File: src/rtl/led_shift_sm.sv
// Serializes an MXLED-bit LED vector into an external shift-register chain
// with a divided shift clock, a latch strobe and periodic refresh.
module led_shift_sm #(
    parameter int MXLED  = 16,
    parameter int CLKDIV = 4,
    parameter int MXREF  = 19
) (
    input  logic             clock,
    input  logic             reset_n,
    input  logic [MXLED-1:0] led_in,
    input  logic             blank,
    input  logic             test,
    output logic             led_sclk,
    output logic             led_sdata,
    output logic             led_latch,
    output logic             busy,
    output logic             frame_done
);
    localparam int             BCW      = $clog2(MXLED) + 1;
    localparam int             REFW     = MXREF + 1;
    localparam logic [7:0]     DIV_LAST = 8'(CLKDIV - 1);
    localparam logic [BCW-1:0] BIT_LAST = BCW'(MXLED - 1);

    typedef enum logic [2:0] {
        IDLE     = 3'd0,
        LOAD     = 3'd1,
        SHIFT_LO = 3'd2,
        SHIFT_HI = 3'd3,
        LATCH    = 3'd4
    } state_t;

    state_t            state_q, state_d;
    logic [7:0]        div_q, div_d;
    logic [BCW-1:0]    bit_cnt_q, bit_cnt_d;
    logic [REFW-1:0]   ref_cnt_q, ref_cnt_d;
    logic [MXLED-1:0]  sr_q, sr_d;
    logic [MXLED-1:0]  last_sent_q, last_sent_d;
    logic              pending_q, pending_d;
    logic [MXLED-1:0]  led_in_q, led_in_d;
    logic              blank_q, blank_d;
    logic              test_q, test_d;
    logic              led_sclk_q, led_sclk_d;
    logic              led_sdata_q, led_sdata_d;
    logic              led_latch_q, led_latch_d;
    logic              busy_q, busy_d;
    logic              frame_done_q, frame_done_d;
    logic [MXLED-1:0]  eff;
    logic              frame_due;

    always_comb begin
        led_in_d    = led_in;
        blank_d     = blank;
        test_d      = test;
        eff         = blank_q ? '0 : (test_q ? '1 : led_in_q);
        frame_due   = (eff != last_sent_q) || ref_cnt_q[MXREF] || pending_q;

        state_d     = state_q;
        bit_cnt_d   = bit_cnt_q;
        ref_cnt_d   = ref_cnt_q;
        sr_d        = sr_q;
        last_sent_d = last_sent_q;
        pending_d   = pending_q;

        case (state_q)
            IDLE: begin
                // Counter parks once the MSB sets, so a refresh stays due until serviced.
                if (!ref_cnt_q[MXREF]) ref_cnt_d = ref_cnt_q + REFW'(1);
                if (frame_due) state_d = LOAD;
            end
            LOAD: begin
                sr_d        = eff;
                last_sent_d = eff;
                pending_d   = 1'b0;
                bit_cnt_d   = '0;
                ref_cnt_d   = '0;
                state_d     = SHIFT_LO;
            end
            SHIFT_LO: begin
                if (div_q == DIV_LAST) state_d = SHIFT_HI;
            end
            SHIFT_HI: begin
                if (div_q == DIV_LAST) begin
                    sr_d      = sr_q << 1;
                    bit_cnt_d = bit_cnt_q + BCW'(1);
                    state_d   = (bit_cnt_q == BIT_LAST) ? LATCH : SHIFT_LO;
                end
            end
            LATCH: begin
                if (div_q == DIV_LAST) state_d = IDLE;
            end
            default: state_d = IDLE;
        endcase

        div_d = ((state_d != state_q) || (div_q == DIV_LAST)) ? '0 : div_q + 8'(1);

        // Outputs are decoded from the current state and registered, one clock behind it.
        led_sclk_d   = (state_q == SHIFT_HI);
        led_sdata_d  = ((state_q == SHIFT_LO) || (state_q == SHIFT_HI)) ? sr_q[MXLED-1] : 1'b0;
        led_latch_d  = (state_q == LATCH);
        busy_d       = (state_q != IDLE);
        frame_done_d = (state_q == IDLE) && led_latch_q;
    end

    always_ff @(posedge clock) begin
        if (!reset_n) begin
            state_q      <= IDLE;
            div_q        <= '0;
            bit_cnt_q    <= '0;
            ref_cnt_q    <= '0;
            sr_q         <= '0;
            last_sent_q  <= '0;
            pending_q    <= 1'b1;
            led_in_q     <= '0;
            blank_q      <= 1'b0;
            test_q       <= 1'b0;
            led_sclk_q   <= 1'b0;
            led_sdata_q  <= 1'b0;
            led_latch_q  <= 1'b0;
            busy_q       <= 1'b0;
            frame_done_q <= 1'b0;
        end else begin
            state_q      <= state_d;
            div_q        <= div_d;
            bit_cnt_q    <= bit_cnt_d;
            ref_cnt_q    <= ref_cnt_d;
            sr_q         <= sr_d;
            last_sent_q  <= last_sent_d;
            pending_q    <= pending_d;
            led_in_q     <= led_in_d;
            blank_q      <= blank_d;
            test_q       <= test_d;
            led_sclk_q   <= led_sclk_d;
            led_sdata_q  <= led_sdata_d;
            led_latch_q  <= led_latch_d;
            busy_q       <= busy_d;
            frame_done_q <= frame_done_d;
        end
    end

    assign led_sclk   = led_sclk_q;
    assign led_sdata  = led_sdata_q;
    assign led_latch  = led_latch_q;
    assign busy       = busy_q;
    assign frame_done = frame_done_q;

endmodule

File: config.mk
export PLATFORM = sky130hd
export DESIGN_NAME = led_shift_sm
export DESIGN_NICKNAME = d
export VERILOG_FILES = /design/src/rtl/led_shift_sm.sv
export SDC_FILE = /design/constraint.sdc
export NUM_CORES = 1
export LEC_CHECK = 0
export BUFFER_PORTS_ARGS = -buffer_cell sky130_fd_sc_hd__buf_2
export CELL_PAD_IN_SITES_DETAIL_PLACEMENT = 0
export CELL_PAD_IN_SITES_GLOBAL_PLACEMENT = 1
export CORE_UTILIZATION = 35
export CTS_BUF_LIST = sky130_fd_sc_hd__clkbuf_2
export DETAILED_ROUTE_END_ITERATION = 7
export GPL_TIMING_DRIVEN = 0
export HOLD_SLACK_MARGIN = 0.06
export PLACE_DENSITY_LB_ADDON = 0.1
export REMOVE_ABC_BUFFERS = 1
export SYNTH_ARGS = -nofsm -noshare
export SYNTH_HDL_FRONTEND = slang
export SYNTH_SLANG_ARGS = --single-unit
File: constraint.sdc
create_clock -name clock -period 2.3 [get_ports clock]
set_clock_uncertainty 0.1 [all_clocks]
set_input_delay 0.46 -clock clock [delete_from_list [all_inputs] [get_ports clock]]
set_output_delay 0.46 -clock clock [all_outputs]
set_load 0.005 [all_outputs]
==> summary.md, run 1 <==
| Metric | Value |
|---|---|
| Status | `finished with violations` |
| Failing checks | `DRC, setup timing` |
| Reg2reg path depth | `7` |
| Crit path cell chain | `ha_4 -> or4b_4 -> or4_4 -> xnor2_2 -> a211oi_2 -> nand2_1 -> a221oi_2` |
| Sequential area share after synthesis | `44.32%` |
| Top delay family on crit path | `simple AND/OR/NAND/NOR gates` |
| Hold_sp | `pending_q` |
| Via count of the first global-routing pass | `3,285` |
| LEAKAGE | `between 0.0015 and 0.002 uW` |
| Synth Area per Inst | `8.841 um^2` |
| Slowest-stage cell, CP | `or4_4` |
| Clock transition at path regs | `between 0.2 and 0.25 ns` |
| Final setup viols | `28` |
| Ys Warns | `0` |
| Post-synth ARST share | `0%` |
| Vias/cell | `5.239` |
| Antenna violations before repair | `0` |
| Starting DRC count in detailed routing | `between 200 and 250` |
| Met1 Use GR | `21.16%` |
| WP data required | `roughly 2.7 ns` |
| Number of synthesized flops with an enable pin | `0` |
| Routability cong. | `~0.73` |
| Non-filler cells, final | `662` |
| Hold Crit Depth | `2` |
| Top Usage Layer GRT | `met2` |
| Worst skew pair latency | `approximately 0.57 ns` |
| Total track usage | `15.96%` |
| Final WL | `9.683 mm` |
| First-pass GRT wire length | `approximately 16 mm` |
| Post-synth top flop | `dfxtp_1` |
| Count of final max-slew check failures | `0` |
| Maximum number of pins on one net before global-route repair | `between 60 and 70` |
| Starting density of the core | `about 36%` |
| Hold Vio Cnt, Final | `0` |
| FF-to-FF End | `div_q[6]` |
| Met2 usage | `between 20% and 30%` |
| CP startpoint kind | `register` |
| Port Buffers | `24` |
| Final instance area | `roughly 5000 um^2` |
| Share of cells above drive strength 1 | `approximately 17%` |
| Area growth syn-to-layout | `19.78%` |
| Worst-Margin Slew | `roughly 1.1 ns` |
| Worst setup margin | `-0.1897 ns` |
| Via count | `~3,500` |
| FP Rows | `39` |
| H-tree depth | `3` |
| Max clock buf depth | `2` |
| Fill cells | `~1,200` |
| Met3 GRT Util | `2.515%` |
| Sequential Area | `about 1900 um^2` |
| Worst slew margin | `slightly below 30%` |
| VDD IR max | `about 240 uV` |
| Crit path largest cell delay | `around 0.47 ns` |
| #FFs+latches synth | `~90` |
| Post-DRT Antenna Nets | `0` |
| DR pass1 iterations | `6` |
| Final #Nets | `538` |
| Wire length per cell | `14.63 um` |
| Fmax | `0.4017 GHz` |
| CTS tree | `done` |
| Critical path class | `reg -> reg` |
| Num Clock Sinks | `92` |
| Footprint of the multi-input gates | `between 2000 and 2500 um^2` |
| Die W | `111.0 um` |
| Worst r2r src | `div_q[1]` |
| Aggregate global routing overflow | `0` |
| Post-synthesis cell count | `470` |
| Unrepaired setup endpoints after global routing | `true` |
| Placed Area | `between 4000 and 5000 um^2` |
| Hpwl dp | `around 5.5 mm` |
| PD cells | `704.6 nW/um^2` |
| Antenna Cells | `0` |
| DRC errors left | `4` |
| Number of buffers created by CTS | `9` |
| Total power | `3507 uW` |
| Max-Cap Viols | `0` |
| Synth cell types | `between 50 and 60` |
| IO Count | `25` |
| Die height | `~110 um` |
| Hold WC Path Type | `reg -> reg` |
| Mapped Area | `between 4000 and 5000 um^2` |
| Core area | `11,520 um^2` |
| Min Tclk post-route | `approximately 2.5 ns` |
| Clock root buffer | `clkbuf_2` |
| Reg2Reg Setup Slack | `-0.19 ns` |
| Aggregate negative setup slack | `-4.115 ns` |
| Max FO, Critical Path | `3` |
| WP buf/inv | `0` |
| Commonest cells after routing, fill and taps aside | `dfxtp_1, nand2_1, nor2_1` |
| Critical Path End Type | `register` |
| Commonest non-fill, non-tap cell in the layout | `dfxtp_1` |
| Die area | `~12,000 um^2` |
| Critical path arrival | `slightly below 3 ns` |
| Placed cells | `606` |
| Final Cycle Share | `108.2%` |
| Hold worst-path end | `pending_q` |
routing by layer:
metal,wire length (um),vias to the layer above
li1,-,1780
met1,4974,1634
met2,4280,40
met3,219,14
met4,207,0
met5,0,-
layout make-up:
type | count | area share, %
Sequential cell | 92 | 37.31
Inverter | 2 | 0.1508
Clock inverter | 7 | 1.634
Timing Repair Buffer | 62 | 10.53
Multi-Input combinational cell | 347 | 45.88
Clock buffer | 9 | 0.9050
Tap cell | 143 | 3.595
cell families after synthesis:
logic type                 Yosys count  share of synthesized area, %
buffers and inverters               33                         3.553
xor gates and xnor gates            23                         4.848
adders and majority gates            4                         1.205
and+or+nand+nor                    202                         26.02
DFF                                 92                         44.32
AOI/OAI and AO/OA                  116                         20.05
per-stage QoR:
step	worst slack (ns)	hold WS (ns)	util [%]
final	-0.1897	0.3605	43.22
after global routing	-0.2948	0.3906	43.22
after CTS	-0.2555	0.3667	42.58
after detailed placement	-0.8960	0.3385	37.46
after global placement	-0.9124	0.3325	37.46
after floorplan	-0.4796	0.3219	-
timing repair:
item,4_1_cts,5_1_grt
endpoints found under the hold margin,18,0
pin swaps,16,10
setup endpoints to repair,68,47
cloned,2,1
hold buffers,18,0
buffers inserted,16,3
resized for setup,20,11
report_power, final:
group | switching, uW | leakage [uW] | total, uW | internal (uW)
Sequential | 131 | 0.000755 | 1850 | 1720
Clock | 550 | 0.0000782 | 895 | 345
Combinational | 384 | 0.00111 | 758 | 374
Total | 1060 | 0.00194 | 3510 | 2440
worst reg2reg max path, delay by kind of cell, from the launching register on:
kind                       cells  cell delay [ns]
and+or+nand+nor                3             1.07
DFF                            1             0.41
adders and majority gates      1             0.14
AOI/OAI and AO/OA              2             0.56
xor gates and xnor gates       1             0.16
cells in the mapped netlist, types with 2 or more instances:
| cell | instances | area, um^2 |
|---|---|---|
| nand2_1 | 49 | 183.9 |
| nor4bb_1 | 4 | 40.04 |
| a21oi_1 | 25 | 125.1 |
| nor4_2 | 2 | 25.02 |
| o311ai_1 | 7 | 61.31 |
| nor3_1 | 13 | 65.06 |
| clkbuf_1 | 23 | 86.33 |
| ha_1 | 4 | 50.05 |
| o21bai_1 | 11 | 82.58 |
| nand3_1 | 16 | 80.08 |
| nor2_1 | 35 | 131.4 |
| o311a_1 | 4 | 40.04 |
| a211oi_1 | 2 | 15.01 |
| buf_2 | 4 | 20.02 |
| o211a_1 | 15 | 150.1 |
| buf_6 | 2 | 22.52 |
| or4bb_1 | 2 | 22.52 |
| nand4bb_1 | 2 | 22.52 |
| or4_1 | 2 | 15.01 |
| o21ai_0 | 22 | 110.1 |
| nor2b_1 | 12 | 75.07 |
| xor2_1 | 18 | 157.7 |
| or3_1 | 7 | 43.79 |
| inv_1 | 2 | 7.510 |
| dfxtp_1 | 92 | 1842 |
| a211o_1 | 2 | 17.52 |
| nand4_1 | 7 | 43.79 |
| and3_1 | 9 | 56.30 |
| and2_1 | 33 | 206.5 |
| a22oi_1 | 2 | 15.01 |
| xnor2_1 | 5 | 43.79 |
| o211ai_1 | 9 | 67.56 |
| a21boi_0 | 3 | 22.52 |
| nand2b_1 | 2 | 12.51 |
worst max-delay path by stage:
stage	slack (ns)	start	end	cells after the start
final	-0.19	div_q[1]	div_q[6]	7
after global routing	-0.29	div_q[1]	div_q[6]	7
after CTS	-0.26	div_q[1]	div_q[1]	7
after detailed placement	-0.90	div_q[0]	sr_q[15]	6
after global placement	-0.91	div_q[0]	sr_q[15]	6
after floorplan	-0.48	div_q[0]	bit_cnt_q[3]	7
registers in the layout (all words and copies together) (netlist names):
signal	count
ref_cnt_q	20
last_sent_q	16
led_in_q	16
sr_q	16
div_q	8
bit_cnt_q	5
state_q	3
blank_q	1
busy	1
frame_done	1
led_latch	1
led_sclk	1
led_sdata	1
pending_q	1
test_q	1
Note: power is estimated with default switching activity, not from simulation.
==> run 2, diff against run 1 <==
- CELL_PAD_IN_SITES_DETAIL_PLACEMENT: 0 -> 1
- CELL_PAD_IN_SITES_GLOBAL_PLACEMENT: 1 -> 2
- CORE_UTILIZATION: 35 -> 34
- CTS_BUF_LIST: sky130_fd_sc_hd__clkbuf_2 -> default
==> run 2 against run 1 <==
The run ends with setup timing left. First-iteration DRC count shrank 26%. Power rose by 16%. Highest routed layer unchanged. Clock power grew 71%. Non-clock buffer count down 21. Register-to-register slack worse by 0.02 ns. Sequential share of layout area is 0.064 points lower. Final cell count fell by 2.6%. Routed wire length grew 9.5%. Worst setup slack worse by 0.024 ns. Flip-flop and latch count unchanged. Via count is essentially flat.
==> summary.md, run 2 (same netlist as run 1, synthesis figures left out) <==
| Metric | Value |
|---|---|
| Number of buffers created by CTS | `9 (unchanged)` |
| Final setup viols | `28 (unchanged)` |
| Commonest cells after routing, fill and taps aside | `dfxtp_1, nand2_1, nor2_1` |
| DRC errors left | `0 (-4)` |
| Final WL | `10.60 mm (+9.5%)` |
| Final Cycle Share | `109.3% (+1.0 points)` |
| IO Count | `25 (unchanged)` |
| Area growth syn-to-layout | `20.48%` |
| VDD IR max | `272.9 uV (+13%)` |
| Antenna violations before repair | `0 (unchanged)` |
| Max FO, Critical Path | `7 (+4)` |
| Critical path arrival | `2.68 ns (-0.21 ns)` |
| Clock root buffer | `clkbuf_16` |
| Crit path largest cell delay | `0.50 ns (+0.03 ns)` |
| Max-Cap Viols | `0 (unchanged)` |
| Worst setup margin | `-0.2134 ns (-0.02372 ns)` |
| Failing checks | `setup timing` |
| Min Tclk post-route | `2.513 ns (+0.02372 ns)` |
| Maximum number of pins on one net before global-route repair | `68 (unchanged)` |
| H-tree depth | `3 (unchanged)` |
| Hold Vio Cnt, Final | `0 (unchanged)` |
| Largest register FFs | `20 (unchanged)` |
| Non-filler cells, final | `645 (-2.6%)` |
| LEAKAGE | `0.001931 uW (-0.39%)` |
| Starting DRC count in detailed routing | `150 (-26%)` |
| Total track usage | `17.55% (+1.6 points)` |
| Slowest-stage cell, CP | `or4_4` |
| Most flop-heavy register | `ref_cnt_q` |
| Status | `finished with violations` |
| Share of cells above drive strength 1 | `19.68% (+2.9 points)` |
| Wire length per cell | `16.44 um (+12%)` |
| Core area | `11,960 um^2 (+3.9%)` |
| Starting density of the core | `34.74% (-1.3 points)` |
| Num Clock Sinks | `92 (unchanged)` |
| PD cells | `814.8 nW/um^2 (+16%)` |
| Routability cong. | `0.7182 (-2.3%)` |
| Fill cells | `1,383 (+17%)` |
| CTS tree | `done` |
| Placed cells | `610 (+0.66%)` |
| Final core utilization | `41.85% (-1.4 points)` |
| Via count | `3,471 (+0.087%)` |
| Worst-Margin Slew | `1.109 ns (+0.05680 ns)` |
| First-pass GRT wire length | `17.49 mm (+11%)` |
| Hold WC Path Type | `in -> reg` |
| Count of final max-slew check failures | `0 (unchanged)` |
| Vias/cell | `5.381 (+2.7%)` |
| Worst slew margin | `26.05% (-3.8 points)` |
| Max clock buf depth | `2 (unchanged)` |
| Critical path class | `reg -> reg` |
| Fmax | `0.3979 GHz (-0.94%)` |
| Die W | `112.6 um (+1.4%)` |
| FP Rows | `40 (+2.6%)` |
| Aggregate negative setup slack | `-3.693 ns (+0.4216 ns)` |
| Commonest non-fill, non-tap cell in the layout | `dfxtp_1` |
| Critical Path End Type | `register` |
| Die area | `12,670 um^2 (+2.9%)` |
| Crit path cell chain | `ha_4 -> or4b_4 -> or4_4 -> xnor2_4 -> a211oi_4 -> nand3_4 -> a21oi_2` |
| Worst skew pair latency | `0.35 ns (-0.22 ns)` |
| Cts hold-fix bufs | `0 (-18)` |
| Clock transition at path regs | `0.06 ns (-0.18 ns)` |
| Port Buffers | `24 (unchanged)` |
| DR pass1 iterations | `5 (-1)` |
| Antenna Cells | `0 (unchanged)` |
| Post-DRT Antenna Nets | `0 (unchanged)` |
| Hpwl dp | `6.110 mm (+11%)` |
| CP startpoint kind | `register` |
| WP data required | `2.47 ns (-0.23 ns)` |
| Aggregate global routing overflow | `0 (unchanged)` |
| Unrepaired setup endpoints after global routing | `true` |
| Die height | `112.6 um (+1.4%)` |
| Via count of the first global-routing pass | `3,480 (+5.9%)` |
| Final #Nets | `517 (-3.9%)` |
[run 2: timing repair]
action                     in CTS  in global routing
setup buffers                  12                  5
setup endpoints to repair      68                 44
resized for setup              33                 17
gates cloned                    1                  1
pin swaps                      20                 14
[run 2: through the flow]
step	power [uW]	instance area, um^2	hold WS (ns)	setup WS (ns)
after floorplan	2237	4015	0.3219	-0.4796
after global placement	2401	4319	0.3312	-0.9001
after detailed placement	2425	4319	0.3429	-0.9419
after CTS	4064	4858	0.1995	-0.2677
after global routing	4315	5006	0.2149	-0.3108
final	4079	5006	0.2158	-0.2134
[run 2: report_power, final]
part	internal, uW	switching (uW)
logic	302	406
clock network	899	629
registers	1720	124
total	2920	1160
[run 2: cell type report]
class	instances	area (um^2)	share of cell area [%]
multi-input combinational	347	2371	47.36
clock inverter	4	47.55	0.9498
clock buffer	12	256.5	5.124
sequential	92	1864	37.24
timing repair buffer	41	275.3	5.499
inverter	2	7.507	0.1500
tap	147	183.9	3.674
[run 2: path summary, 6_finish.rpt]
kind	to	cells after the start	startpoint	slack, ns
setup / recovery	div_q[0]	7	div_q[1]	-0.21
hold / removal	led_in_q[3]	2	led_in[3]	0.22
setup reg to reg	div_q[0]	7	div_q[1]	-0.21
hold reg to reg	pending_q	2	pending_q	0.35
[run 2: per-layer routing]
metal	track usage, %	vias up	wire [um]
met5	0	-	0
met2	27.00	41	4780
met4	9.067	0	262
met1	23.73	1684	5308
li1	-	1728	-
met3	2.754	18	252
[run 2: critical path, delay by kind of cell (launching register included)]
kind | cells | cell delay (ns)
fa+ha+maj | 1 | 0.14
xor+xnor | 1 | 0.16
flops | 1 | 0.36
compound gates | 2 | 0.50
simple gates | 3 | 1.17
==> run 3, diff against run 2 <==
- CORE_ASPECT_RATIO: default -> 1.4
- SETUP_SLACK_MARGIN: default -> 0.5
==> run 3 against run 2 <==
The flow still finishes with violations (setup timing). Non-clock buffer count rose by 12. Die area barely moved. Cell area rose by 3.3%. Via count rose by 2.3%. Worst setup slack improved by 0.054 ns. Flip-flop and latch count did not move. Clock-buffer cell count rose by 1. Sequential share of layout area fell by 1.1 points. Combinational power rose by 19%. Sequential power barely moved. Largest power group unchanged.
==> summary.md, run 3 (same netlist as run 1, synthesis figures left out) <==
| Metric | Value |
|---|---|
| Status | `finished with violations` |
| Failing checks | `setup timing` |
| Antenna violations before repair | `0 (unchanged)` |
| Fmax | `0.4066 GHz (+2.2%)` |
| H-tree depth | `3 (unchanged)` |
| Critical path class | `reg -> reg` |
| Worst setup margin | `-0.1595 ns (+0.05394 ns)` |
| IO Count | `25 (unchanged)` |
| Port Buffers | `24 (unchanged)` |
| Post-DRT Antenna Nets | `0 (unchanged)` |
| Via count of the first global-routing pass | `3,579 (+2.8%)` |
| CTS tree | `done` |
| FF-to-FF End | `bit_cnt_q[4]` |
| Count of final max-slew check failures | `0 (unchanged)` |
| Hpwl dp | `6.368 mm (+4.2%)` |
| Placed Area | `4319 um^2 (unchanged)` |
| Largest register FFs | `20 (unchanged)` |
| Reg2reg path depth | `9 (+2)` |
| Clock root buffer | `clkbuf_16` |
| Die height | `132.8 um (+18%)` |
| Max clock buf depth | `2 (unchanged)` |
| Area growth syn-to-layout | `24.48%` |
| Crit path cell chain | `ha_4 -> or4b_4 -> or4_4 -> buf_4 -> buf_6 -> a21oi_4 -> buf_12 -> o22ai_1 -> and2_1` |
| DR pass1 iterations | `4 (-1)` |
| Hold_sp | `led_in[10]` |
| CP startpoint kind | `register` |
| Commonest cells after routing, fill and taps aside | `dfxtp_1, nand2_1, nor2_1` |
| Crit path largest cell delay | `0.49 ns (about the same)` |
| Slowest-stage cell, CP | `or4_4` |
| Worst r2r src | `div_q[0]` |
| Die area | `12,670 um^2 (about the same)` |
| Clock transition at path regs | `0.06 ns (about the same)` |
| Final core utilization | `43.54% (+1.7 points)` |
| Num Clock Sinks | `92 (unchanged)` |
| Max-Cap Viols | `0 (unchanged)` |
| Maximum number of pins on one net before global-route repair | `68 (unchanged)` |
| Unrepaired setup endpoints after global routing | `true` |
| Reg2Reg Setup Slack | `-0.16 ns (+0.05 ns)` |
| Commonest non-fill, non-tap cell in the layout | `dfxtp_1` |
| WP data required | `2.44 ns (-0.03 ns)` |
| WP buf/inv | `3 (+3)` |
| PD cells | `795.7 nW/um^2 (-2.3%)` |
| Wire length per cell | `16.62 um (+1.1%)` |
| Most flop-heavy register | `ref_cnt_q` |
| Critical Path End | `bit_cnt_q[4]` |
| Max FO, Critical Path | `5 (-2)` |
| Starting DRC count in detailed routing | `89 (-41%)` |
| DRC errors left | `0 (unchanged)` |
| Final Cycle Share | `106.9% (-2.3 points)` |
| Via count | `3,550 (+2.3%)` |
| Critical path arrival | `2.60 ns (-0.08 ns)` |
| Worst slew margin | `49.42% (+23 points)` |
| Hold Vio Cnt, Final | `0 (unchanged)` |
| Final WL | `10.92 mm (+3.0%)` |
| LEAKAGE | `0.001992 uW (+3.2%)` |
| Aggregate global routing overflow | `0 (unchanged)` |
| Starting density of the core | `34.98% (+0.24 points)` |
| Share of cells above drive strength 1 | `23.14% (+3.5 points)` |
| Final setup viols | `28 (unchanged)` |
| FP Rows | `47 (+18%)` |
| WP depth | `9 (+2)` |
| Worst-Margin Slew | `0.7517 ns (-0.3574 ns)` |
| Top delay family on crit path | `simple AND/OR/NAND/NOR gates` |
| First-pass GRT wire length | `17.45 mm (-0.23%)` |
| VDD IR max | `340.5 uV (+25%)` |
| Worst skew pair latency | `0.35 ns (about the same)` |
| Final instance area | `5172 um^2 (+3.3%)` |
| Core area | `11,880 um^2 (-0.69%)` |
| Cts hold-fix bufs | `0 (unchanged)` |
| Antenna Cells | `0 (unchanged)` |
| Vias/cell | `5.403 (+0.41%)` |
| Final #Nets | `529 (+2.3%)` |
| Total power | `4116 uW (+0.90%)` |
| Total track usage | `18.01% (+0.46 points)` |
| CP startpoint | `div_q[0]` |
| Min Tclk post-route | `2.459 ns (-0.05394 ns)` |
| Routability cong. | `0.6802 (-5.3%)` |
| Number of buffers created by CTS | `9 (unchanged)` |
| Die W | `95.43 um (-15%)` |
| Hold WC Path Type | `in -> reg` |
| Critical Path End Type | `register` |
## run 3: through the flow
stage	setup TNS [ns]	hold WS (ns)	worst slack [ns]	std cells
2_1_floorplan	-9.970	0.3219	-0.4796	439
3_3_place_gp	-43.24	0.3354	-0.9174	610
3_5_place_dp	-45.41	0.3508	-0.9695	610
4_1_cts	-5.075	0.2047	-0.2436	653
5_1_grt	-5.527	0.2042	-0.2477	657
6_report	-3.620	0.2141	-0.1595	657
## run 3: how the worst min path moves through the flow
stage,endpoint,slack [ns],cells past startpoint
after floorplan,pending_q,0.32,2
after global placement,pending_q,0.34,2
after detailed placement,pending_q,0.35,2
after CTS,led_in_q[14],0.20,2
after global routing,led_in_q[15],0.20,2
final,led_in_q[10],0.21,2
## run 3: worst register-to-register path, delay by kind of cell (launching register included)
family / cells / cell delay [ns]
simple gates: 3 / 1.10
buf+inv: 3 / 0.43
flops: 1 / 0.36
compound gates: 2 / 0.24
fa+ha+maj: 1 / 0.13
## run 3: what timing repair did
item / in CTS / in global routing
endpoints found under the setup margin: 69 / 40
buffers inserted: 24 / 4
resized for setup: 48 / 20
pin swaps: 18 / 22
hold endpoints to repair: 0 / 0
cloned: 3 / 0
## run 3: area by class of cell
type	instances	area [um^2]
Clock buffer	13	270.3
Clock inverter	3	20.02
Fill cell	1400	6706
Inverter	2	7.507
Multi-Input combinational cell	347	2399
Sequential cell	92	1868
Tap cell	147	183.9
Timing Repair Buffer	53	424.2
## run 3: power by group
part	switching, uW	internal, uW	leakage [uW]
Combinational	446	398	0.00110
Clock	623	820	0.000138
Sequential	110	1720	0.000757
## run 3: routing by layer
layer	vias up	global-route usage [%]	part of all wire (%)
met2	29	32.82	54
met1	1761	19.85	42
met3	14	3.678	1.7
li1	1746	-	-
met5	-	0	0
met4	0	7.048	1.9
